<file path="config.mk">
export PLATFORM = sky130hd
export DESIGN_NAME = wb_stage
export DESIGN_NICKNAME = d
export VERILOG_FILES = /design/src/rtl/pipeline_pkg.sv /design/src/rtl/load_extender.sv /design/src/rtl/wb_stage.sv
export SDC_FILE = /design/constraint.sdc
export NUM_CORES = 1
export LEC_CHECK = 0
export ABC_CLOCK_PERIOD_IN_PS = 2550
export BUFFER_PORTS_ARGS = -buffer_cell sky130_fd_sc_hd__buf_2
export CELL_PAD_IN_SITES_DETAIL_PLACEMENT = 0
export CELL_PAD_IN_SITES_GLOBAL_PLACEMENT = 2
export CORE_MARGIN = 4
export CORE_UTILIZATION = 26
export CTS_CLUSTER_SIZE = 14
export DETAILED_ROUTE_END_ITERATION = 8
export GPL_TIMING_DRIVEN = 0
export PLACE_DENSITY = 0.81
export RECOVER_POWER = 100
export SLEW_MARGIN = 20
export SYNTH_ARGS = -nofsm -noshare
export SYNTH_HDL_FRONTEND = slang
export SYNTH_SLANG_ARGS = --single-unit
export TNS_END_PERCENT = 10
</file>
<file path="constraint.sdc">
create_clock -name CLK -period 2.55 [get_ports CLK]
set_clock_uncertainty 0.15 [all_clocks]
set_input_delay 0.51 -clock CLK [delete_from_list [all_inputs] [get_ports CLK]]
set_output_delay 0.51 -clock CLK [all_outputs]
set_load 0.02 [all_outputs]
</file>
<file path="src/rtl/pipeline_pkg.sv">
// Shared pipeline definitions: datapath widths, load-type codes and
// writeback-stage state encodings.
package pipeline_pkg;

  localparam int unsigned REG_ADDR_W  = 5;
  localparam int unsigned DATA_W      = 32;
  localparam int unsigned LOAD_TYPE_W = 3;

  localparam logic [LOAD_TYPE_W-1:0] LT_LW  = 3'd0;
  localparam logic [LOAD_TYPE_W-1:0] LT_LB  = 3'd1;
  localparam logic [LOAD_TYPE_W-1:0] LT_LBU = 3'd2;
  localparam logic [LOAD_TYPE_W-1:0] LT_LH  = 3'd3;
  localparam logic [LOAD_TYPE_W-1:0] LT_LHU = 3'd4;

  typedef enum logic [1:0] {
    WB_IDLE     = 2'd0,
    WB_WAIT_MEM = 2'd1,
    WB_WRITE    = 2'd2
  } wb_state_e;

endpackage

</file>
<file path="src/rtl/load_extender.sv">
// Combinational little-endian load extraction and sign/zero extension.
// Unknown load types pass the full word.
module load_extender
  import pipeline_pkg::*;
(
  input  logic [LOAD_TYPE_W-1:0] load_type_i,
  input  logic [1:0]             addr_i,
  input  logic [DATA_W-1:0]      rdata_i,
  output logic [DATA_W-1:0]      ext_data_o
);

  logic [7:0]  byte_sel;
  logic [15:0] half_sel;

  always_comb begin
    case (addr_i)
      2'd0:    byte_sel = rdata_i[7:0];
      2'd1:    byte_sel = rdata_i[15:8];
      2'd2:    byte_sel = rdata_i[23:16];
      default: byte_sel = rdata_i[31:24];
    endcase
    // Halfword selection ignores addr_i[0].
    half_sel = addr_i[1] ? rdata_i[31:16] : rdata_i[15:0];

    ext_data_o = rdata_i;
    case (load_type_i)
      LT_LB:   ext_data_o = {{(DATA_W - 8){byte_sel[7]}}, byte_sel};
      LT_LBU:  ext_data_o = {{(DATA_W - 8){1'b0}}, byte_sel};
      LT_LH:   ext_data_o = {{(DATA_W - 16){half_sel[15]}}, half_sel};
      LT_LHU:  ext_data_o = {{(DATA_W - 16){1'b0}}, half_sel};
      default: ext_data_o = rdata_i;
    endcase
  end

endmodule

</file>
<file path="src/rtl/wb_stage.sv">
// Writeback stage: accepts retiring instructions, waits for load data, drives the
// register-file write port and forwarding info. Optional WB_BYPASS_EN adds LW_* outputs.
module wb_stage #(
  parameter int unsigned REG_ADDR_W  = pipeline_pkg::REG_ADDR_W,
  parameter int unsigned DATA_W      = pipeline_pkg::DATA_W,
  parameter int unsigned LOAD_TYPE_W = pipeline_pkg::LOAD_TYPE_W
) (
  input  logic                   CLK,
  input  logic                   RESET_N,
  input  logic                   M_VALID,
  output logic                   M_READY,
  input  logic                   M_REG_WRITE,
  input  logic                   M_MEM_TO_REG,
  input  logic [LOAD_TYPE_W-1:0] M_LOAD_TYPE,
  input  logic [REG_ADDR_W-1:0]  M_WRITE_REG,
  input  logic [DATA_W-1:0]      M_ALU_RESULT,
  input  logic [DATA_W-1:0]      DM_RDATA,
  input  logic                   DM_RVALID,
  output logic [REG_ADDR_W-1:0]  A3,
  output logic [DATA_W-1:0]      WD3,
  output logic                   WE3,
  output logic                   WB_FWD_VALID,
  output logic [REG_ADDR_W-1:0]  WB_FWD_REG,
  output logic [DATA_W-1:0]      WB_FWD_DATA,
`ifdef WB_BYPASS_EN
  output logic                   LW_VALID,
  output logic [REG_ADDR_W-1:0]  LW_REG,
  output logic [DATA_W-1:0]      LW_DATA,
`endif
  output logic                   STALL_REQ
);

  import pipeline_pkg::*;

  wb_state_e              state_q, state_d;
  logic                   reg_write_q, reg_write_d;
  logic [LOAD_TYPE_W-1:0] load_type_q, load_type_d;
  logic [REG_ADDR_W-1:0]  write_reg_q, write_reg_d;
  logic [DATA_W-1:0]      data_q, data_d;
  logic [DATA_W-1:0]      ext_data;
  logic                   accept;
  logic                   writes_gpr;

  // data_q holds the load address until the response overwrites it.
  load_extender u_load_extender (
    .load_type_i (load_type_q),
    .addr_i      (data_q[1:0]),
    .rdata_i     (DM_RDATA),
    .ext_data_o  (ext_data)
  );

  assign M_READY = (state_q != WB_WAIT_MEM);
  assign accept  = M_VALID && M_READY;

  always_comb begin
    state_d     = state_q;
    reg_write_d = reg_write_q;
    load_type_d = load_type_q;
    write_reg_d = write_reg_q;
    data_d      = data_q;
    case (state_q)
      WB_WAIT_MEM: begin
        if (DM_RVALID) begin
          data_d  = ext_data;
          state_d = WB_WRITE;
        end
      end
      default: begin
        state_d = WB_IDLE;
        if (accept) begin
          reg_write_d = M_REG_WRITE;
          load_type_d = M_LOAD_TYPE;
          write_reg_d = M_WRITE_REG;
          data_d      = M_ALU_RESULT;
          state_d     = M_MEM_TO_REG ? WB_WAIT_MEM : WB_WRITE;
        end
      end
    endcase
  end

  always_ff @(posedge CLK or negedge RESET_N) begin
    if (!RESET_N) begin
      state_q     <= WB_IDLE;
      reg_write_q <= 1'b0;
      load_type_q <= '0;
      write_reg_q <= '0;
      data_q      <= '0;
    end else begin
      state_q     <= state_d;
      reg_write_q <= reg_write_d;
      load_type_q <= load_type_d;
      write_reg_q <= write_reg_d;
      data_q      <= data_d;
    end
  end

  assign writes_gpr   = reg_write_q && (write_reg_q != '0);
  assign A3           = write_reg_q;
  assign WD3          = data_q;
  assign WE3          = (state_q == WB_WRITE) && writes_gpr;
  assign WB_FWD_VALID = writes_gpr && (state_q != WB_IDLE);
  assign WB_FWD_REG   = write_reg_q;
  assign WB_FWD_DATA  = data_q;
  assign STALL_REQ    = (state_q == WB_WAIT_MEM);

`ifdef WB_BYPASS_EN
  // Mirrors the write committed at the previous edge for decode-side bypass.
  always_ff @(posedge CLK or negedge RESET_N) begin
    if (!RESET_N) begin
      LW_VALID <= 1'b0;
      LW_REG   <= '0;
      LW_DATA  <= '0;
    end else begin
      LW_VALID <= WE3;
      LW_REG   <= A3;
      LW_DATA  <= WD3;
    end
  end
`endif

endmodule

</file>
==> impl_metrics.py, run 1 <==
metrics = {
    "yosys": {
        "syn_nets": 389,
        "synthCells": 311,
        "yosysTopAreaCell": "dfrtp_1",
        "synthMuxAreaShare_pct": 12.77,
        "synth_edf_count": 0,
        "synth-simple-area-share_pct": 12.47,
        "async_flop_share_pct": 100.0,
        "synth_seq_cells": 43,
        "synth_xor_area_share_pct": 1.134,
        "avgSynthCellArea_um2": 9.579,
        "ys_seq_area_share_pct": 36.12,
        "synth_area_leaders": "dfrtp_1, buf_4, mux2_2, mux4_2, nand2_1",
        "synth_top_family_by_area": "compound AO/OA/AOI/OAI gates",
        "synth_top_area_share_pct": 36.12,
        "synthFlopType": "dfrtp_1",
        "syn-cell-area_um2": 2979,
        "synth_fa_ha_area_share_pct": 0,
        "yosys_warnings": 0,
        "synth-compound-area-share_pct": 24.40,
        "yosys.cell_types.count": 40,
    },
    "clock_network": {
        "clkLatencyLatePin_ns": 0.28,
        "clkSinkCount": 43,
        "cts_buffer_depth": 2,
        "ctsHoldBuffers": 0,
        "cts_tree": "built",
        "clk_pin_slew_worst_paths_ns": 0.06,
        "cts_root_buf": "clkbuf_16",
        "cts_buffers": 5,
        "htree_levels": 2,
    },
    "sta": {
        "max_slew_margin_pct": 22.44,
        "finalSetupTns_ns": 0,
        "fmax_mhz": 426.3,
        "setup_ws_ns": 0.2044,
        "finalSetupViolCount": 0,
        "drv_slew": 0,
        "worstMarginPinSlew_ns": 1.163,
        "fin_crit_ns": 2.346,
        "holdWs_ns": 0.2747,
        "hold_violations": 0,
        "rsz0062_at_grt": "false",
        "fin_crit_sh_pct": 91.98,
    },
    "power_and_ir_drop": {
        "vdd_drop_max_uv": 305.2,
        "p_per_area_nw_per_um2": 866.4,
        "power_mw": 3.449,
        "p_leak_nw": 1.751,
    },
    "drt": {
        "avgRoutedWirePerCell_um": 17.84,
        "routed_wl_mm": 10.94,
        "drt-vias-per-instance": 4.910,
        "drtAntennaViolNets": 0,
        "drc": 0,
        "drtIter0Drc": 112,
        "vias": 3010,
        "drt_pass1_iterations": 4,
    },
    "final_layout": {
        "fillers": 1247,
        "nNetsFinal": 550,
        "antenna_cells": 0,
        "final_common_cell": "buf_2",
        "area_delta_synth_final_pct": 33.64,
        "instances_no_fill": 613,
        "drive_gt1_share_pct": 38.48,
        "stdcell_area_um2": 3981,
        "layout_common_cells": "buf_2, clkbuf_1, nand2_1",
        "fin_util_pct": 36.09,
    },
    "place": {
        "placed_area_um2": 3930,
        "hpwl_mm": 8.752,
        "dp.cells": 606,
        "gp_congestion": 0.8376,
        "io_buffers": 155,
        "pre_cts_ws_ns": 0.2019,
    },
    "grt": {
        "grt_use_met1_pct": 21.33,
        "grt_max_degree": 44,
        "grt-busiest-layer": "met2",
        "grt_first_pass_wirelength_mm": 16.53,
        "use_met3_pct": 4.000,
        "grtUsageTotal_pct": 16.14,
        "antenna_found_initial": 3,
        "grt_use_met2_pct": 26.85,
        "grt_pass1_vias": 2981,
        "overflow": 0,
    },
    "min_path": {
        "hp-class": "in2reg",
    },
    "floorplanning": {
        "pin_count": 156,
        "initial_core_util_pct": 27.01,
        "die_w_um": 115.0,
        "die_h_um": 115.0,
        "die_area_um2": 13230,
        "row_count": 38,
        "core_um2": 11030,
    },
    "setup_path": {
        "crit_path_end_kind": "primary output",
        "cp.required_ns": 1.89,
        "criticalPathCategory": "reg2out",
        "crit_path_start_kind": "flop",
        "cp_max_fo": 4,
        "cp.arrival_ns": 1.69,
    },
    "job": {
        "max_cap_viol_count": 0,
    },
    "run_status": {
        "status": "completed",
    },
}
layout make-up:
| class | count | area, µm² | share of cell area, % |
|---|---|---|---|
| multi-input combinational | 210 | 1503 | 37.74 |
| inverter | 2 | 7.507 | 0.1886 |
| sequential | 43 | 1076 | 27.03 |
| clock inverter | 1 | 7.507 | 0.1886 |
| clock buffer | 7 | 152.6 | 3.834 |
| tap | 140 | 175.2 | 4.400 |
| buffer | 55 | 377.9 | 9.491 |
| timing repair buffer | 155 | 681.9 | 17.13 |
cell usage after synthesis (2+ instances only):
library cell	n
dfrtp_1	43
nand2_1	43
buf_4	41
o21ai_0	24
nor2_1	23
a21oi_1	18
mux2_2	16
a22oi_1	14
a221o_1	10
a22oi_2	10
buf_2	8
mux4_2	8
o21ai_1	8
o22ai_1	6
clkbuf_1	4
nand2b_1	4
nand3_1	3
a221oi_1	2
a22o_1	2
mux2i_1	2
nand2_2	2
xnor2_1	2
registers in the layout (all words and copies together), names as in the netlist:
register,cells
load_type_q,3
state_q,2
reg_write_q,1
A3,5
WB_FWD_DATA,32
cells by family after synthesis:
| logic type | count (synthesis) |
|---|---|
| buffers and inverters | 58 |
| AND/OR/NAND/NOR | 82 |
| XOR/XNOR | 3 |
| flip-flops | 43 |
| multiplexers | 26 |
| AO/OA/AOI/OAI | 99 |
metal layers:
metal | up-vias | routed length (µm)
li1 | 1416 | -
met1 | 1444 | 4542
met2 | 131 | 5202
met3 | 13 | 1049
met4 | 6 | 113
met5 | - | 30
power by group:
part | internal (mW) | leakage (nW) | switching (mW) | total (mW)
Clock | 0.417 | 0.0761 | 0.269 | 0.686
Sequential | 0.845 | 0.511 | 0.147 | 0.991
Combinational | 0.712 | 1.16 | 1.06 | 1.77
final timing paths:
check                                from             end  slack [ns]  depth (start not counted)
max reg2reg                    state_q[1]  WB_FWD_DATA[7]        0.28                          8
max                                 A3[0]             WE3        0.20                          4
min in group asynchronous         RESET_N  WB_FWD_DATA[2]        0.30                          1
min reg2reg                WB_FWD_DATA[7]  WB_FWD_DATA[7]        0.37                          2
max in group asynchronous         RESET_N  load_type_q[0]        1.24                          1
min                          M_MEM_TO_REG      state_q[1]        0.27                          2
worst max-delay path: stages, from the launching register on:
cell and delay (ns):
dfrtp_1 0.40, or4_1 0.53, o21ai_0 0.23, nor3b_1 0.08, clkbuf_2 0.16
repair_timing:
item,in CTS,in global routing
buffers inserted,0,0
resized for setup,1,0
endpoints found under the setup margin,2,0
No activity file was read; power rests on OpenSTA's default activity.
==> inputs of run 2 (changes only) <==
Settings changed: RECOVER_POWER 100 to default.
==> run 2 against run 1 <==
Register-to-register slack gained 0.03 ns. Clock power grew 0.6%. Worst setup slack gained 0.00054 ns. Core utilization grew 0.99 points. Non-clock buffer count is the same. Die area is the same. Highest routed layer unchanged. Routed wire length grew 0.11%. Critical endpoint unchanged. Critical path type unchanged.
==> impl_metrics.py, run 2 (synthesized netlist as in run 1, its figures left out) <==
metrics = {
    "drt": {
        "avgRoutedWirePerCell_um": 17.86,
        "drt_pass1_iterations": 4,
        "drc": 0,
        "drtAntennaViolNets": 0,
        "drtIter0Drc": 114,
        "routed_wl_mm": 10.95,
        "drt-vias-per-instance": 4.915,
        "vias": 3013,
    },
    "clock_network": {
        "clkLatencyLatePin_ns": 0.29,
        "htree_levels": 2,
        "cts_resized": 1,
        "ctsHoldBuffers": 0,
        "cts_buffer_depth": 2,
        "clkSinkCount": 43,
        "cts_tree": "built",
        "cts_buffers": 5,
        "clk_pin_slew_worst_paths_ns": 0.07,
        "cts_root_buf": "clkbuf_16",
        "cts_setup_buffers": 0,
    },
    "final_layout": {
        "area_delta_synth_final_pct": 37.30,
        "largest_reg_flops": 32,
        "nNetsFinal": 550,
        "drive_gt1_share_pct": 54.97,
        "fillers": 1198,
        "final_common_cell": "buf_2",
        "layout_common_cells": "buf_2, dfrtp_1, nand2_1",
        "fin_util_pct": 37.08,
        "antenna_cells": 0,
        "seq_area_um2": 1076,
        "multiInputGateArea_um2": 1513,
    },
    "floorplanning": {
        "die_area_um2": 13230,
        "row_count": 38,
        "core_um2": 11030,
        "pin_count": 156,
        "die_h_um": 115.0,
        "die_w_um": 115.0,
        "initial_core_util_pct": 27.01,
    },
    "setup_path": {
        "crit_path_end_kind": "primary output",
        "reg2reg_slack_ns": 0.31,
        "cp.arrival_ns": 1.69,
        "cp.required_ns": 1.89,
        "crit_path_start_kind": "flop",
        "rr_worst_depth": 8,
        "criticalPathCategory": "reg2out",
        "cp_max_fo": 4,
    },
    "grt": {
        "antenna_found_initial": 3,
        "grtUsageTotal_pct": 16.14,
        "grt_max_degree": 44,
        "grt_pass1_vias": 2981,
        "grt_first_pass_wirelength_mm": 16.53,
        "overflow": 0,
    },
    "sta": {
        "fin_crit_ns": 2.345,
        "rsz0062_at_grt": "false",
        "hold_violations": 0,
        "worstMarginPinSlew_ns": 0.6488,
        "drv_slew": 0,
        "fin_crit_sh_pct": 91.96,
        "fmax_mhz": 426.4,
        "max_slew_margin_pct": 56.58,
        "finalSetupTns_ns": 0,
        "finalSetupViolCount": 0,
    },
    "job": {
        "max_cap_viol_count": 0,
    },
    "power_and_ir_drop": {
        "vdd_drop_max_uv": 308.0,
        "p_leak_nw": 1.978,
        "p_per_area_nw_per_um2": 865.8,
    },
    "min_path": {
        "hp-class": "in2async",
    },
    "place": {
        "gp_congestion": 0.8376,
        "io_buffers": 155,
        "hpwl_mm": 8.752,
    },
    "run_status": {
        "status": "completed",
    },
}
[run 2: cell count changes in the layout (fill, tap and decap cells not counted), sizes merged]
cell	delta
buf	+83
clkbuf	-83
[run 2: layer usage]
layer | GRT usage (%) | part of all wire (%) | vias to the layer above
met5 | 0 | 0.27 | -
met4 | 3.365 | 1.1 | 6
met3 | 4.000 | 9.0 | 12
met2 | 26.85 | 48 | 126
met1 | 21.33 | 42 | 1455
li1 | - | - | 1414
[run 2: path summary, 6_finish.rpt]
path                                 from         endpoint
max reg2reg                    state_q[1]  WB_FWD_DATA[29]
min reg2reg                WB_FWD_DATA[2]   WB_FWD_DATA[2]
max in group asynchronous         RESET_N  WB_FWD_DATA[15]
min                               RESET_N   WB_FWD_DATA[2]
max                                 A3[0]              WE3
min in group CLK             M_MEM_TO_REG       state_q[1]
[run 2: final cells by class]
class	instances	area share, %
inverters	2	0.1835
flip-flops and latches	43	26.31
clock buffers	7	3.732
plain buffers	55	9.299
clock inverters	1	0.1835
multi-input cells	210	36.98
well taps	140	4.283
repair buffers	155	19.03
[run 2: through the flow]
step	hold slack [ns]	instance area (µm²)	instances	setup slack, ns	power (mW)
after floorplan	0.06441	2979	311	0.5806	2.282
after global placement	0.3345	3930	606	0.2384	2.859
after detailed placement	0.3531	3930	606	0.2019	2.887
after CTS	0.2689	4088	613	0.1816	3.592
after global routing	0.1246	4090	613	0.07765	3.778
final	0.07792	4090	613	0.2050	3.541
[run 2: critical path: stages (launching register included)]
cell	delay, ns
dfrtp_1	0.40
or4_1	0.53
o21ai_0	0.23
nor3b_1	0.08
buf_2	0.16
[run 2: power by group]
part,total (mW),leakage [nW],internal (mW),switching [mW]
Sequential,0.986,0.511,0.845,0.142
Clock,0.690,0.0761,0.417,0.273
Combinational,1.86,1.39,0.802,1.06
